--- src/rtl/wb_stage.sv ---
// rtl/wb_stage.sv - registered, handshaked RV32I/RV64I write-back stage
module wb_stage #(
  parameter int XLEN  = 32,
  parameter int RA_W  = 5,
  parameter int CNT_W = 64
) (
  input  logic             clk,
  input  logic             rst_n,
  input  logic             in_valid,
  output logic             in_ready,
  input  logic [1:0]       in_sel,
  input  logic [2:0]       in_funct3,
  input  logic [RA_W-1:0]  in_rd,
  input  logic [XLEN-1:0]  in_alu,
  input  logic [XLEN-1:0]  in_pc,
  input  logic [XLEN-1:0]  in_imm,
  input  logic             mem_rvalid,
  input  logic [XLEN-1:0]  mem_rdata,
  output logic             wb_en,
  output logic [RA_W-1:0]  wb_rd,
  output logic [XLEN-1:0]  wb_data,
  output logic             wb_err,
  output logic [CNT_W-1:0] instret
);

  // Byte-lane offset width inside one XLEN word
  localparam int OFF_W = (XLEN == 64) ? 3 : 2;

  localparam logic [0:0] S_IDLE = 1'b0;
  localparam logic [0:0] S_WAIT = 1'b1;

  logic [0:0]       r_state;
  logic [RA_W-1:0]  r_rd;
  logic [2:0]       r_funct3;
  logic [OFF_W-1:0] r_off;
  logic             r_err;
  logic             r_wb_en;
  logic             r_wb_err;
  logic [RA_W-1:0]  r_wb_rd;
  logic [XLEN-1:0]  r_wb_data;
  logic [CNT_W-1:0] r_instret;

  logic             w_accept;
  logic             w_is_load;
  logic             w_load_done;
  logic             w_load_ok;
  logic [OFF_W-1:0] w_off;
  logic             w_err;
  logic [XLEN-1:0]  w_src;
  logic [XLEN-1:0]  w_field;
  logic [XLEN-1:0]  w_fmt;

  assign in_ready    = (r_state == S_IDLE);
  assign w_accept    = in_valid & in_ready;
  assign w_is_load   = (in_sel == 2'b01);
  assign w_off       = in_alu[OFF_W-1:0];
  assign w_load_done = (r_state == S_WAIT) & mem_rvalid;
  assign w_load_ok   = ~r_err & (r_rd != '0);
  assign w_field     = mem_rdata >> {r_off, 3'b000};

  // Legality and alignment of a load, judged from the accepting instruction
  always_comb begin
    w_err = 1'b0;
    case (in_funct3)
      3'b000, 3'b100: w_err = 1'b0;
      3'b001, 3'b101: w_err = w_off[0];
      3'b010:         w_err = |w_off[1:0];
      3'b110:         w_err = (XLEN != 64) | (|w_off[1:0]);
      3'b011:         w_err = (XLEN != 64) | (|w_off);
      default:        w_err = 1'b1;
    endcase
  end

  // Non-load source select; link address wraps naturally at XLEN bits
  always_comb begin
    w_src = in_alu;
    case (in_sel)
      2'b10:   w_src = in_pc + XLEN'(4);
      2'b11:   w_src = in_imm;
      default: w_src = in_alu;
    endcase
  end

  // Extend the shifted memory field according to the captured load format
  always_comb begin
    w_fmt = w_field;
    case (r_funct3)
      3'b000: begin
        w_fmt       = {XLEN{w_field[7]}};
        w_fmt[7:0]  = w_field[7:0];
      end
      3'b001: begin
        w_fmt       = {XLEN{w_field[15]}};
        w_fmt[15:0] = w_field[15:0];
      end
      3'b010: begin
        w_fmt       = {XLEN{w_field[31]}};
        w_fmt[31:0] = w_field[31:0];
      end
      3'b100: w_fmt = {{(XLEN-8){1'b0}}, w_field[7:0]};
      3'b101: w_fmt = {{(XLEN-16){1'b0}}, w_field[15:0]};
      3'b110: begin
        w_fmt       = '0;
        w_fmt[31:0] = w_field[31:0];
      end
      default: w_fmt = w_field;
    endcase
  end

  // FSM and capture of load context at accept
  always_ff @(posedge clk or negedge rst_n) begin
    if (!rst_n) begin
      r_state  <= S_IDLE;
      r_rd     <= '0;
      r_funct3 <= '0;
      r_off    <= '0;
      r_err    <= 1'b0;
    end else begin
      if (w_accept && w_is_load) begin
        r_state  <= S_WAIT;
        r_rd     <= in_rd;
        r_funct3 <= in_funct3;
        r_off    <= w_off;
        r_err    <= w_err;
      end else if (w_load_done) begin
        r_state  <= S_IDLE;
      end
    end
  end

  // Registered write port, error pulse and retired-instruction counter
  always_ff @(posedge clk or negedge rst_n) begin
    if (!rst_n) begin
      r_wb_en   <= 1'b0;
      r_wb_err  <= 1'b0;
      r_wb_rd   <= '0;
      r_wb_data <= '0;
      r_instret <= '0;
    end else begin
      r_wb_en  <= 1'b0;
      r_wb_err <= 1'b0;
      if (w_accept && !w_is_load) begin
        r_wb_en   <= (in_rd != '0);
        r_wb_rd   <= in_rd;
        r_wb_data <= (in_rd != '0) ? w_src : '0;
        r_instret <= r_instret + CNT_W'(1);
      end else if (w_load_done) begin
        r_wb_en   <= w_load_ok;
        r_wb_err  <= r_err;
        r_wb_rd   <= r_rd;
        r_wb_data <= w_load_ok ? w_fmt : '0;
        r_instret <= r_instret + CNT_W'(1);
      end
    end
  end

  assign wb_en   = r_wb_en;
  assign wb_err  = r_wb_err;
  assign wb_rd   = r_wb_rd;
  assign wb_data = r_wb_data;
  assign instret = r_instret;

endmodule
--- config.mk ---
export PLATFORM = sky130hd
export DESIGN_NAME = wb_stage
export DESIGN_NICKNAME = d
export VERILOG_FILES = /design/src/rtl/wb_stage.sv
export SDC_FILE = /design/constraint.sdc
export NUM_CORES = 1
export LEC_CHECK = 0
export CORE_MARGIN = 8
export CORE_UTILIZATION = 42
export CTS_CLUSTER_DIAMETER = 40
export DETAILED_ROUTE_END_ITERATION = 10
export PLACE_DENSITY = 0.77
export REMOVE_ABC_BUFFERS = 1
export SLEW_MARGIN = 30
export SYNTH_ARGS = -nofsm -noshare
export SYNTH_HDL_FRONTEND = slang
export SYNTH_SLANG_ARGS = --single-unit
--- constraint.sdc ---
create_clock -name clk -period 1.88 [get_ports clk]
set_input_delay 0.376 -clock clk [delete_from_list [all_inputs] [get_ports clk]]
set_output_delay 0.376 -clock clk [all_outputs]
set_load 0.005 [all_outputs]
==> flow_summary.ini <==
[floorplan]
ios = 246
rows = 47
core_area_mm2 = 0.0165
die_w_um = 145
start_util = 0.427
die_height_um = 145
dieArea_mm2 = 0.0211

[synthesis]
ys_ff_latch = 115
synthTopCellsByArea = dfrtp_1, xnor2_1, nand2_1
synth_common_cells = dfrtp_1, nand2_1, xnor2_1
yosysTopAreaCell = dfrtp_1
avgSynthCellArea_um2 = 9.31
synth_warnings = 0
seq_area_frac_synth = 0.409
synth.most_common_cell = dfrtp_1
synth_edf_count = 0
synthFlopType = dfrtp_1
synth_top_cell_area_share = 0.409
yosysUniqueCellTypes = 66
synth_area_mm2 = 0.00704
synthCells = 756
async_flop_share = 1.00

[cells_and_area]
regArea_mm2 = 0.00288
fin_util = 0.765
stdcell_area_mm2 = 0.0126
drive_gt1_frac = 0.290
syn_to_final_growth_pct = 79.0
fillers = 1085
nets = 1339
multi_input_area_mm2 = 0.00452

[sta]
drv_slew = 0
min_period_ps = 2010
fin_hold_ws_ps = 264
hold_viol = 0
setup_viol = 7
fin_crit_sh = 1.07
fin_skew_ps = 10.2
worst_pin_slew_ps = 644
grt_setup_unrepaired = yes
max-slew-margin-rel = 0.569
max_freq_mhz = 497
setup_slack_ps = -132
fin_tns_setup_ps = -203

[clock_network]
root_buffer = clkbuf_16
clk_pin_slew_ps = 60
clkLatencyLatePin_ps = 420
clockBufferDepth = 2
cts_buffers = 17
h-tree-depth = 4
cts_tree = done
cts.sinks = 115

[placement]
hpwl_um = 22500
gp_congestion = 0.995
placed_cell_area_mm2 = 0.0110
portBuffers = 245

[global_route]
overflow = 0
grt_pass1_vias = 8281
grt_max_degree = 52
antenna_found_initial = 2
grt_pass1_wl_um = 44900
gr-usage-all-layers = 0.266

[detailed_routing]
drc_errors = 0
wl_um = 30900
drt_first_pass_iters = 7
wl_per_cell_um = 21.6
drt_iter0_markers = 646
num_vias = 8384
viasPerCell = 5.86
ant_nets = 0

[worst_setup_path]
critPathCapture = wb_data[12]
cp_cell_sequence = or4_4, nor2_4, nor3_4, buf_6, a222oi_1, o21ai_1
endpoint_kind = flop
slowest_stage = or4_4
cp.depth = 6
startpoint = r_rd[2]
slowest_delay_ps = 570
crit_type = reg2reg
worstPathArrival_ps = 2290
crit_family = simple AND/OR/NAND/NOR gates
cp_max_fo = 6
r2r_slack_ps = -130
rr_endpoint = wb_data[12]
crit-reg2reg-launch = r_rd[2]
reg2regPathDepth = 6
cp.required_ps = 2150
path_buf_inv = 1
cp-start-kind = flop

[power_and_ir_drop]
power.density_mw_per_mm2 = 775
power_w = 0.00976
irDropWorstVdd_v = 0.000655
power.leakage_nw = 5.56

[flow_run]
maxCapViolCount = 0

[status]
status = complete, but fails checks
violations = setup timing

[hold_path]
hp-class = in2reg
-- cells by family (layout without fill, tap and decap cells) --
| group | count (synthesis) | count (layout) | share of synthesized area |
|---|---|---|---|
| other | 0 | 2 | 0 |
| adders and majority gates | 2 | 2 | 0.00356 |
| DFF | 115 | 115 | 0.409 |
| AOI/OAI and AO/OA | 159 | 159 | 0.162 |
| xor gates and xnor gates | 79 | 79 | 0.0983 |
| buffers and inverters | 52 | 503 | 0.0317 |
| and+or+nand+nor | 322 | 323 | 0.254 |
| muxes | 27 | 27 | 0.0409 |
-- how the worst min path moves through the flow --
stage                     cells after the start  startpoint     endpoint
final                                         3    in_rd[2]      r_rd[2]
after global routing                          3    in_rd[2]      r_rd[2]
after CTS                                     2       rst_n  instret[21]
after detailed placement                      1       rst_n  instret[17]
after global placement                        1       rst_n  instret[17]
after floorplan                               0       rst_n   instret[0]
-- routing by layer --
layer | wire length, um | part of all wire | vias up | GRT usage
li1 | - | - | 3722 | -
met1 | 11300 | 0.37 | 4044 | 0.302
met2 | 15200 | 0.49 | 514 | 0.460
met3 | 3160 | 0.10 | 102 | 0.0840
met4 | 1230 | 0.040 | 2 | 0.103
met5 | 13 | 0.00042 | - | 0
-- area by class of cell --
| class | instances | share of cell area |
|---|---|---|
| inverter | 14 | 0.00417 |
| tap | 220 | 0.0219 |
| multi-input combinational | 590 | 0.359 |
| clock inverter | 13 | 0.0146 |
| antenna | 2 | 0.000397 |
| timing repair buffer | 457 | 0.337 |
| sequential | 115 | 0.229 |
| clock buffer | 19 | 0.0344 |
-- report_power, final --
| part | switching (W) | internal, W | total [W] |
|---|---|---|---|
| Sequential | 0.000279 | 0.00282 | 0.00310 |
| Combinational | 0.00148 | 0.00176 | 0.00324 |
| Clock | 0.00121 | 0.00222 | 0.00342 |
-- worst register-to-register path: stages, from the launching register on --
cell and delay, ps:
dfrtp_1 390, or4_4 570, nor2_4 170, nor3_4 70
buf_6 150, a222oi_1 370, o21ai_1 150
-- layout by cell type, fill, tap and decap left out, types with 17 or more instances in the layout --
cell and n:
clkdlybuf4s50_1 216, nand3_1 36, clkbuf_16 18, a22oi_1 17
xnor2_1 53, buf_4 188, mux2i_1 22, dlymetal6s2s_1 20
nand4_1 31, xor2_1 26, nor2_1 31, dfrtp_1 113
o21ai_0 23, nand2_1 87
-- timing repair --
item                                    4_1_cts  5_1_grt
pin swaps                                    10       46
hold buffers                                  1        0
endpoints found under the setup margin       64       75
resized for setup                            52      123
endpoints found under the hold margin        29        0
cloned                                        1        5
buffers inserted                              4       23
-- sequential cells by signal, summed over array words and instances, names as in the netlist --
register	count
wb_data	32
instret	64
r_off	2
r_state	1
r_rd	5
wb_err	1
r_funct3	3
wb_en	1
wb_rd	5
r_err	1
-- through the flow --
step                setup WS (ps)  std cells
floorplan                    -869        718
global placement             -558       1363
detailed placement           -654       1363
CTS                         -28.3       1401
global route                 -114       1428
finish                       -132       1430
Note: power is estimated with default switching activity, not from simulation.
